### config.mk
export PLATFORM = sky130hd
export DESIGN_NAME = hb_sram_slave_flat
export DESIGN_NICKNAME = d
export VERILOG_FILES = /design/src/rtl/hb_sram_slave_if.sv /design/src/rtl/hb_sram_slave.sv /design/src/flat_wrapper.sv
export SDC_FILE = /design/constraint.sdc
export NUM_CORES = 1
export LEC_CHECK = 0
export CORE_MARGIN = 1.5
export CORE_UTILIZATION = 36
export DETAILED_ROUTE_END_ITERATION = 12
export GPL_TIMING_DRIVEN = 0
export PLACE_DENSITY_LB_ADDON = 0.12
export RECOVER_POWER = 100
export SLEW_MARGIN = 20
export SYNTH_ARGS = -nofsm -noshare
export SYNTH_HDL_FRONTEND = slang
export SYNTH_SLANG_ARGS = --single-unit
### constraint.sdc
create_clock -name clk -period 5.2 [get_ports clk]
set_input_delay 1.3 -clock clk [delete_from_list [all_inputs] [get_ports clk]]
set_output_delay 1.3 -clock clk [all_outputs]
set_load 0.02 [all_outputs]
### src/rtl/hb_sram_slave_if.sv
// ---------------------------------------------------------------------------
// hb_sram_slave_if
// Bundle of the HB request fields one device slot sees from the HB
// controller, together with the responses the slot returns.
//   ren / wen      : this slot's read / write selects
//   raddr / waddr  : byte addresses of the read / write request
//   wdata          : write data (lane placement is done by the responder)
//   write_width    : 0 = byte, 1 = halfword, 2/3 = word
//   rdata          : read data returned to the controller
//   read_finish    : one-cycle read completion pulse
//   write_finish   : one-cycle write completion pulse
// ---------------------------------------------------------------------------
interface hb_sram_slave_if;
  logic        ren;
  logic        wen;
  logic [31:0] raddr;
  logic [31:0] waddr;
  logic [31:0] wdata;
  logic [1:0]  write_width;
  logic [31:0] rdata;
  logic        read_finish;
  logic        write_finish;

  modport master (
    output ren, wen, raddr, waddr, wdata, write_width,
    input  rdata, read_finish, write_finish
  );

  modport slave (
    input  ren, wen, raddr, waddr, wdata, write_width,
    output rdata, read_finish, write_finish
  );
endinterface

### src/rtl/hb_sram_slave.sv
// ---------------------------------------------------------------------------
// hb_sram_slave
// HB responder that bridges one device slot onto a single-port synchronous
// SRAM. Handles read latency, write wait states, byte/halfword lane writes
// and alternating service when a read and a write arrive together.
//   clk, rst_n   : clock, asynchronous active-low reset
//   bus          : HB request/response bundle (slave modport)
//   mem_ce       : SRAM access strobe
//   mem_we       : SRAM write strobe
//   mem_addr     : SRAM word address
//   mem_be       : SRAM byte enables
//   mem_wdata    : SRAM write data
//   mem_rdata    : SRAM read data, valid RD_LATENCY cycles after mem_ce
// ---------------------------------------------------------------------------
module hb_sram_slave #(
  parameter int DEPTH      = 1024,
  parameter int MEM_AW     = $clog2(DEPTH),
  parameter int RD_LATENCY = 1,
  parameter int WR_WAIT    = 0
) (
  input  logic              clk,
  input  logic              rst_n,
  hb_sram_slave_if.slave    bus,
  output logic              mem_ce,
  output logic              mem_we,
  output logic [MEM_AW-1:0] mem_addr,
  output logic [3:0]        mem_be,
  output logic [31:0]       mem_wdata,
  input  logic [31:0]       mem_rdata
);

  typedef enum logic [1:0] {IDLE, READ, WRITE} state_t;

  localparam logic [2:0] RD_LAT_C  = 3'(RD_LATENCY);
  localparam logic [2:0] WR_WAIT_C = 3'(WR_WAIT);

  state_t      state, state_next;
  logic [2:0]  cnt, cnt_next;
  logic [31:0] hold, hold_next;
  logic        last_wr, last_wr_next;
  logic        rd_oor, rd_oor_next;

  logic [MEM_AW-1:0] raddr_idx, waddr_idx;
  logic              raddr_oor, waddr_oor;
  logic [3:0]        wr_be;
  logic [31:0]       wr_data;
  logic              pick_write;
  logic              commit, rd_start, rd_fin;
  logic [31:0]       rd_value;
  logic              unused_addr_bits;

  assign raddr_idx = bus.raddr[MEM_AW+1:2];
  assign waddr_idx = bus.waddr[MEM_AW+1:2];

  // Device selection already happened upstream, so upper address bits are
  // don't-care here.
  assign unused_addr_bits = ^{bus.raddr[31:MEM_AW+2], bus.raddr[1:0],
                              bus.waddr[31:MEM_AW+2]};

  // Out-of-range words exist only when the address field is wider than the
  // physical array.
  if ((1 << MEM_AW) > DEPTH) begin : g_oor
    assign raddr_oor = raddr_idx >= MEM_AW'(DEPTH);
    assign waddr_oor = waddr_idx >= MEM_AW'(DEPTH);
  end else begin : g_no_oor
    assign raddr_oor = 1'b0;
    assign waddr_oor = 1'b0;
  end

  // Lane placement: narrow writes are replicated across the word so the
  // byte enables alone pick the target lanes.
  always_comb begin
    wr_be   = 4'hF;
    wr_data = bus.wdata;
    case (bus.write_width)
      2'd0: begin
        wr_be   = 4'b0001 << bus.waddr[1:0];
        wr_data = {4{bus.wdata[7:0]}};
      end
      2'd1: begin
        wr_be   = bus.waddr[1] ? 4'b1100 : 4'b0011;
        wr_data = {2{bus.wdata[15:0]}};
      end
      default: ;
    endcase
  end

  // On a tie, serve the kind that did not finish most recently.
  assign pick_write = bus.wen && (!bus.ren || !last_wr);

  assign rd_value = rd_oor ? 32'h0 : mem_rdata;

  // Next-state logic. Nothing starts while reset is held, which keeps every
  // output at zero even if selects are asserted during reset.
  always_comb begin
    state_next   = state;
    cnt_next     = cnt;
    hold_next    = hold;
    last_wr_next = last_wr;
    rd_oor_next  = rd_oor;
    commit       = 1'b0;
    rd_start     = 1'b0;
    rd_fin       = 1'b0;
    if (rst_n) begin
      unique case (state)
        IDLE: begin
          if (pick_write) begin
            if (WR_WAIT == 0) begin
              commit = 1'b1;
            end else begin
              cnt_next   = 3'd1;
              state_next = WRITE;
            end
          end else if (bus.ren) begin
            rd_start    = 1'b1;
            rd_oor_next = raddr_oor;
            cnt_next    = 3'd1;
            state_next  = READ;
          end
        end
        READ: begin
          if (!bus.ren) begin
            state_next = IDLE;
            cnt_next   = 3'd0;
          end else if (cnt == RD_LAT_C) begin
            rd_fin       = 1'b1;
            hold_next    = rd_value;
            last_wr_next = 1'b0;
            state_next   = IDLE;
            cnt_next     = 3'd0;
          end else begin
            cnt_next = cnt + 3'd1;
          end
        end
        WRITE: begin
          if (!bus.wen) begin
            state_next = IDLE;
            cnt_next   = 3'd0;
          end else if (cnt == WR_WAIT_C) begin
            commit     = 1'b1;
            state_next = IDLE;
            cnt_next   = 3'd0;
          end else begin
            cnt_next = cnt + 3'd1;
          end
        end
        default: state_next = IDLE;
      endcase
      if (commit) last_wr_next = 1'b1;
    end
  end

  // SRAM strobes: a write commit uses the live bus fields; a read only
  // strobes in its first cycle. Out-of-range accesses leave the SRAM idle.
  always_comb begin
    mem_ce    = 1'b0;
    mem_we    = 1'b0;
    mem_addr  = '0;
    mem_be    = 4'h0;
    mem_wdata = 32'h0;
    if (commit && !waddr_oor) begin
      mem_ce    = 1'b1;
      mem_we    = 1'b1;
      mem_addr  = waddr_idx;
      mem_be    = wr_be;
      mem_wdata = wr_data;
    end else if (rd_start && !raddr_oor) begin
      mem_ce   = 1'b1;
      mem_addr = raddr_idx;
    end
  end

  assign bus.rdata        = rd_fin ? rd_value : hold;
  assign bus.read_finish  = rd_fin;
  assign bus.write_finish = commit;

  always_ff @(posedge clk or negedge rst_n) begin
    if (!rst_n) begin
      state   <= IDLE;
      cnt     <= 3'd0;
      hold    <= 32'h0;
      last_wr <= 1'b0;
      rd_oor  <= 1'b0;
    end else begin
      state   <= state_next;
      cnt     <= cnt_next;
      hold    <= hold_next;
      last_wr <= last_wr_next;
      rd_oor  <= rd_oor_next;
    end
  end

endmodule

### src/flat_wrapper.sv
// flat-port wrapper written by rule: the top's interface ports become plain ports
module hb_sram_slave_flat 
#(
  parameter int DEPTH      = 1024,
  parameter int MEM_AW     = $clog2(DEPTH),
  parameter int RD_LATENCY = 1,
  parameter int WR_WAIT    = 0
)
  (clk, rst_n, mem_ce, mem_we, mem_addr, mem_be, mem_wdata, mem_rdata, bus_ren, bus_wen, bus_raddr, bus_waddr, bus_wdata, bus_write_width, bus_rdata, bus_read_finish, bus_write_finish);
  hb_sram_slave_if bus_i ();
  input  logic clk;
  input  logic rst_n;
  output logic mem_ce;
  output logic mem_we;
  output logic [MEM_AW-1:0] mem_addr;
  output logic [3:0] mem_be;
  output logic [31:0] mem_wdata;
  input  logic [31:0] mem_rdata;
  input wire logic [$bits(bus_i.ren)-1:0] bus_ren;
  input wire logic [$bits(bus_i.wen)-1:0] bus_wen;
  input wire logic [$bits(bus_i.raddr)-1:0] bus_raddr;
  input wire logic [$bits(bus_i.waddr)-1:0] bus_waddr;
  input wire logic [$bits(bus_i.wdata)-1:0] bus_wdata;
  input wire logic [$bits(bus_i.write_width)-1:0] bus_write_width;
  output wire logic [$bits(bus_i.rdata)-1:0] bus_rdata;
  output wire logic [$bits(bus_i.read_finish)-1:0] bus_read_finish;
  output wire logic [$bits(bus_i.write_finish)-1:0] bus_write_finish;
  assign bus_i.ren = bus_ren;
  assign bus_i.wen = bus_wen;
  assign bus_i.raddr = bus_raddr;
  assign bus_i.waddr = bus_waddr;
  assign bus_i.wdata = bus_wdata;
  assign bus_i.write_width = bus_write_width;
  assign bus_rdata = bus_i.rdata;
  assign bus_read_finish = bus_i.read_finish;
  assign bus_write_finish = bus_i.write_finish;
  hb_sram_slave #(.DEPTH(DEPTH), .MEM_AW(MEM_AW), .RD_LATENCY(RD_LATENCY), .WR_WAIT(WR_WAIT)) u_core (.clk(clk), .rst_n(rst_n), .bus(bus_i), .mem_ce(mem_ce), .mem_we(mem_we), .mem_addr(mem_addr), .mem_be(mem_be), .mem_wdata(mem_wdata), .mem_rdata(mem_rdata));
endmodule
# == Word-level counts from Yosys, hierarchy flattened ==
# Cells that the tools add are included.
# word_totals
wordCells,72
out_inout_bits,82
input_bits,134
reg_bits,38
# classes
n_shift,1
reduce_logical,15
eq_ne,8
n_mux,43
add_sub_neg,1
# op_table
cell,n
$mux 32,2
$pmux 32 s2,1
$mux 1,20
$mux 10,2
$mux 3,6
$mux 2,6
$reduce_and 4->1,3
$pmux 3 s3,1
$mux 4,2
$pmux 4 s2,1
$ne 3x2->1 const B,2
$pmux 2 s3,1
$reduce_bool 2->1,3
$reduce_and 5->1,1
$eq 2x1->1 const B,2
$logic_not 2->1,2
$ne 2x2->1 const B,2
$shl 1x2->4 const A,1
$add 3x1->3 const B,1
$eq 3x1->1 const B,1
$logic_not 3->1,1
$reduce_bool 3->1,1
$eq 2x2->1 const B,1
$logic_not 1->1,2
3 further kinds,3

# == Logic depth before layout (Yosys ltp) ==
# logic_depth
ltp_word,8
mapped_depth,5
ltp_nobuf,4

# == Least setup slack after synthesis ==
# Ideal clock, no wire load.
# synth_path
kind,input to output
from,input port rst_n
to,output port bus_rdata[0]
setup_slack_ns,1.394
stages,5
arrival_time_ns,2.506
path_cell_list,nand2_1 -> or4_4 -> buf_6 -> buf_6 -> mux2_4
# synth_between
elab_chain_cells,2
# synth_rtl
item,line_no,text
from (decl),flat_wrapper.sv:12,input logic rst_n;
$mux 1,hb_sram_slave.sv:104,if (rst_n) begin
$mux 32,hb_sram_slave.sv:173,assign bus.rdata = rd_fin ? rd_value : hold;
to (decl),flat_wrapper.sv:25,output wire logic [$bits(bus_i.rdata)-1:0] bus_rdata;
# Every way passes these cells.

# == Worst setup path in the final report ==
# layout_path
from,input port bus_ren
to,output port bus_rdata[26]
# layout_between
elab_chain_cells,4
# layout_rtl
item,line_no,text
from (decl),flat_wrapper.sv:19,input wire logic [$bits(bus_i.ren)-1:0] bus_ren;
$mux 1,hb_sram_slave.sv:122,if (!bus.ren) begin
$mux 1,hb_sram_slave.sv:105,unique case (state)
$mux 1,hb_sram_slave.sv:104,
$mux 32,hb_sram_slave.sv:173,
# Every way passes these cells.

==> impl_metrics.yaml <==
layout:
  final_cells: 531
  final_cell_mix: "135 x clkdlybuf4s50_1, 37 x dfrtp_1, 36 x dlygate4sd3_1, 34 x mux2_2, 31 x mux2_4"
  layout_commonest_cell: "clkdlybuf4s50_1"
  num_antenna_cells: 0
  area_delta_synth_final_pct: 72.05
  postLayoutCoreUtil_pct: 63.94
  drive_above_1_share_pct: 18.98
  nets: 565
  stdcell_area_sq_um: 4613
  fillers: 626
clock_network:
  cts_tree: "done"
  postCtsSetupBuffers: 0
  clock-sinks: 37
  cts_resized: 0
  htreeDepth: 2
  path_clk_slew_ns: 0.07
  clk_latency_ns: 0.29
  cts_root_buf: "clkbuf_8"
  cts_hold_buf: 0
  numCtsBuffers: 5
  clk_path_buf_depth: 2
placement:
  dp_hpwl_um: 6402
  placed_cells: 523
  pre_cts_ws_ns: 0.2460
  dpl_cell_area_sq_um: 4549
  io_buffers: 172
  gp_congestion: 0.8862
grt:
  grt_pass1_vias: 2550
  grt_pass1_wl_um: 11780
  antenna_found_initial: 0
  grt_start_max_net_pins: 24
  grt_usage_pct: 19.16
  grt-ovfl-total: 0
setup_path:
  crit_arrival_ns: 3.73
  crit_required_ns: 3.90
  rrSetupSlack_ns: 3.37
  worstSetupPathType: "in2out"
  r2r_start: "u_core.cnt[0]"
  crit_path_start: "bus_ren"
  crit_fanout: 10
  start_kind: "primary input"
  end_kind: "output port"
  r2r_cells: 4
  r2r_end: "u_core.hold[22]"
timing:
  max_slew_margin_pct: 19.03
  setup_viol: 0
  rsz0062_at_grt: "no"
  fin_setup_tns_ns: 0
  max_freq_ghz: 0.1989
  hold_violations: 0
  worst_pin_slew_ns: 1.215
  slew_violations: 0
  period_needed_ns: 5.027
  layout_setup_ws_ns: 0.1733
  period_share_pct: 96.67
  clock_skew_ns: 0.004868
  hold_ws_ns: 0.4967
pwr:
  power.static_leakage_nw: 2.109
  ir_worst_vdd_v: 0.0001328
  pwr_density_cell_nw_per_um2: 390.5
  power_mw: 1.802
floorplan:
  die_h_um: 89.30
  start_util_pct: 37.17
  rows: 31
  dieArea_sq_um: 7974
  io_pins: 216
  die_x_um: 89.30
  coreArea_sq_um: 7214
detailed_routing:
  drc_errors: 0
  postRouteAntennaNets: 0
  via_count: 2586
  drtIter0Drc: 59
  wl_per_cell_um: 14.88
  wirelength_um: 7902
  dr.pass1.iters: 4
  vias_per_cell: 4.870
synth:
  syn_nets: 385
  ys_warn_count: 0
  synth-seq-area-share_pct: 34.53
  synth_cells: 251
  syn_area_sq_um: 2681
  synth_top_area_share_pct: 34.53
  synth.distinct_cells: 32
  avgSynthCellArea_sq_um: 10.68
  ys_seq_elements: 37
  synth_top_area_cell: "dfrtp_1"
  ys_top_cells_by_area: "dfrtp_1 35%, mux2_4 21%, mux2_2 14%"
hold_path:
  worst_hold_path.num_cells: 1
  min_to: "u_core.hold[30]"
  min-delay-start: "u_core.hold[30]"
  hp-class: "reg2reg"
run:
  maxCapViolCount: 0
status:
  outcome: "finished, final reports clean"
## registers in the layout, summed over array words and instances (netlist names)
name	count
u_core.cnt	3
u_core.hold	32
u_core.last_wr	1
u_core.state	1
## cell families (layout without fill, tap and decap cells)
logic type / after synthesis / after routing / synth area share (%)
and+or+nand+nor: 61 / 61 / 10.78
AOI/OAI and AO/OA: 48 / 48 / 11.01
buffers and inverters: 25 / 206 / 5.133
DFF: 37 / 37 / 34.53
muxes: 80 / 80 / 38.54
## per-layer routing
metal  part of all wire [%]  GRT usage, %  vias up
li1                       -             -     1253
met3                    7.6         3.693       12
met4                    2.3         7.832        0
met2                     51         33.77      122
met5                      0             0        -
met1                     39         22.83     1199
## worst max path at each step
stage / endpoint / slack (ns) / depth (start not counted)
2_1_floorplan: bus_rdata[0] / 1.39 / 5
3_3_place_gp: bus_rdata[28] / -1.30 / 7
3_5_place_dp: bus_rdata[25] / 0.25 / 7
4_1_cts: bus_rdata[25] / 0.24 / 7
5_1_grt: bus_rdata[18] / 0.07 / 7
6_report: bus_rdata[26] / 0.17 / 7
## worst max-delay path: stages
cell and delay (ns):
dlygate4sd3_1 0.63, nand2_1 0.15, or4_4 0.45, buf_6 0.17, buf_6 0.16, mux2_4 0.30
clkdlybuf4s50_1 0.55
## area by class of cell
type	count	area (sq um)	area share [%]
plain buffers	19	112.6	2.441
repair buffers	173	1720	37.29
multi-input cells	189	1592	34.50
clock inverters	1	30.03	0.6509
inverters	6	22.52	0.4882
flip-flops and latches	37	925.9	20.07
well taps	99	123.9	2.685
clock buffers	7	86.33	1.871
## power breakdown
part / internal [mW] / leakage [nW] / total [mW] / switching (mW)
clock: 0.156 / 0.0585 / 0.254 / 0.0978
combinational: 0.622 / 1.60 / 1.06 / 0.436
sequential: 0.420 / 0.453 / 0.489 / 0.0697
## synth_stat cells
| cell | n |
|---|---|
| nor3b_1 | 1 |
| and3_1 | 1 |
| nor2_1 | 11 |
| or3b_2 | 1 |
| mux2_2 | 34 |
| dfrtp_1 | 37 |
| o211ai_1 | 1 |
| clkbuf_1 | 11 |
| a211oi_1 | 1 |
| or4_4 | 1 |
| nand2b_1 | 2 |
| clkinv_1 | 1 |
| nand3_1 | 2 |
| a21o_1 | 1 |
| o21bai_1 | 1 |
| nor2b_1 | 1 |
| buf_2 | 2 |
| a211o_1 | 2 |
| or2_2 | 1 |
| a22o_1 | 10 |
| nor3_1 | 1 |
| a21oi_1 | 20 |
| nor4_1 | 1 |
| mux2i_1 | 8 |
| and2_1 | 8 |
| inv_1 | 5 |
| buf_6 | 5 |
| o21ai_0 | 12 |
| buf_4 | 1 |
| nor4b_1 | 1 |
| mux2_4 | 38 |
| nand2_1 | 29 |
Note: power is estimated with default switching activity, not from simulation.
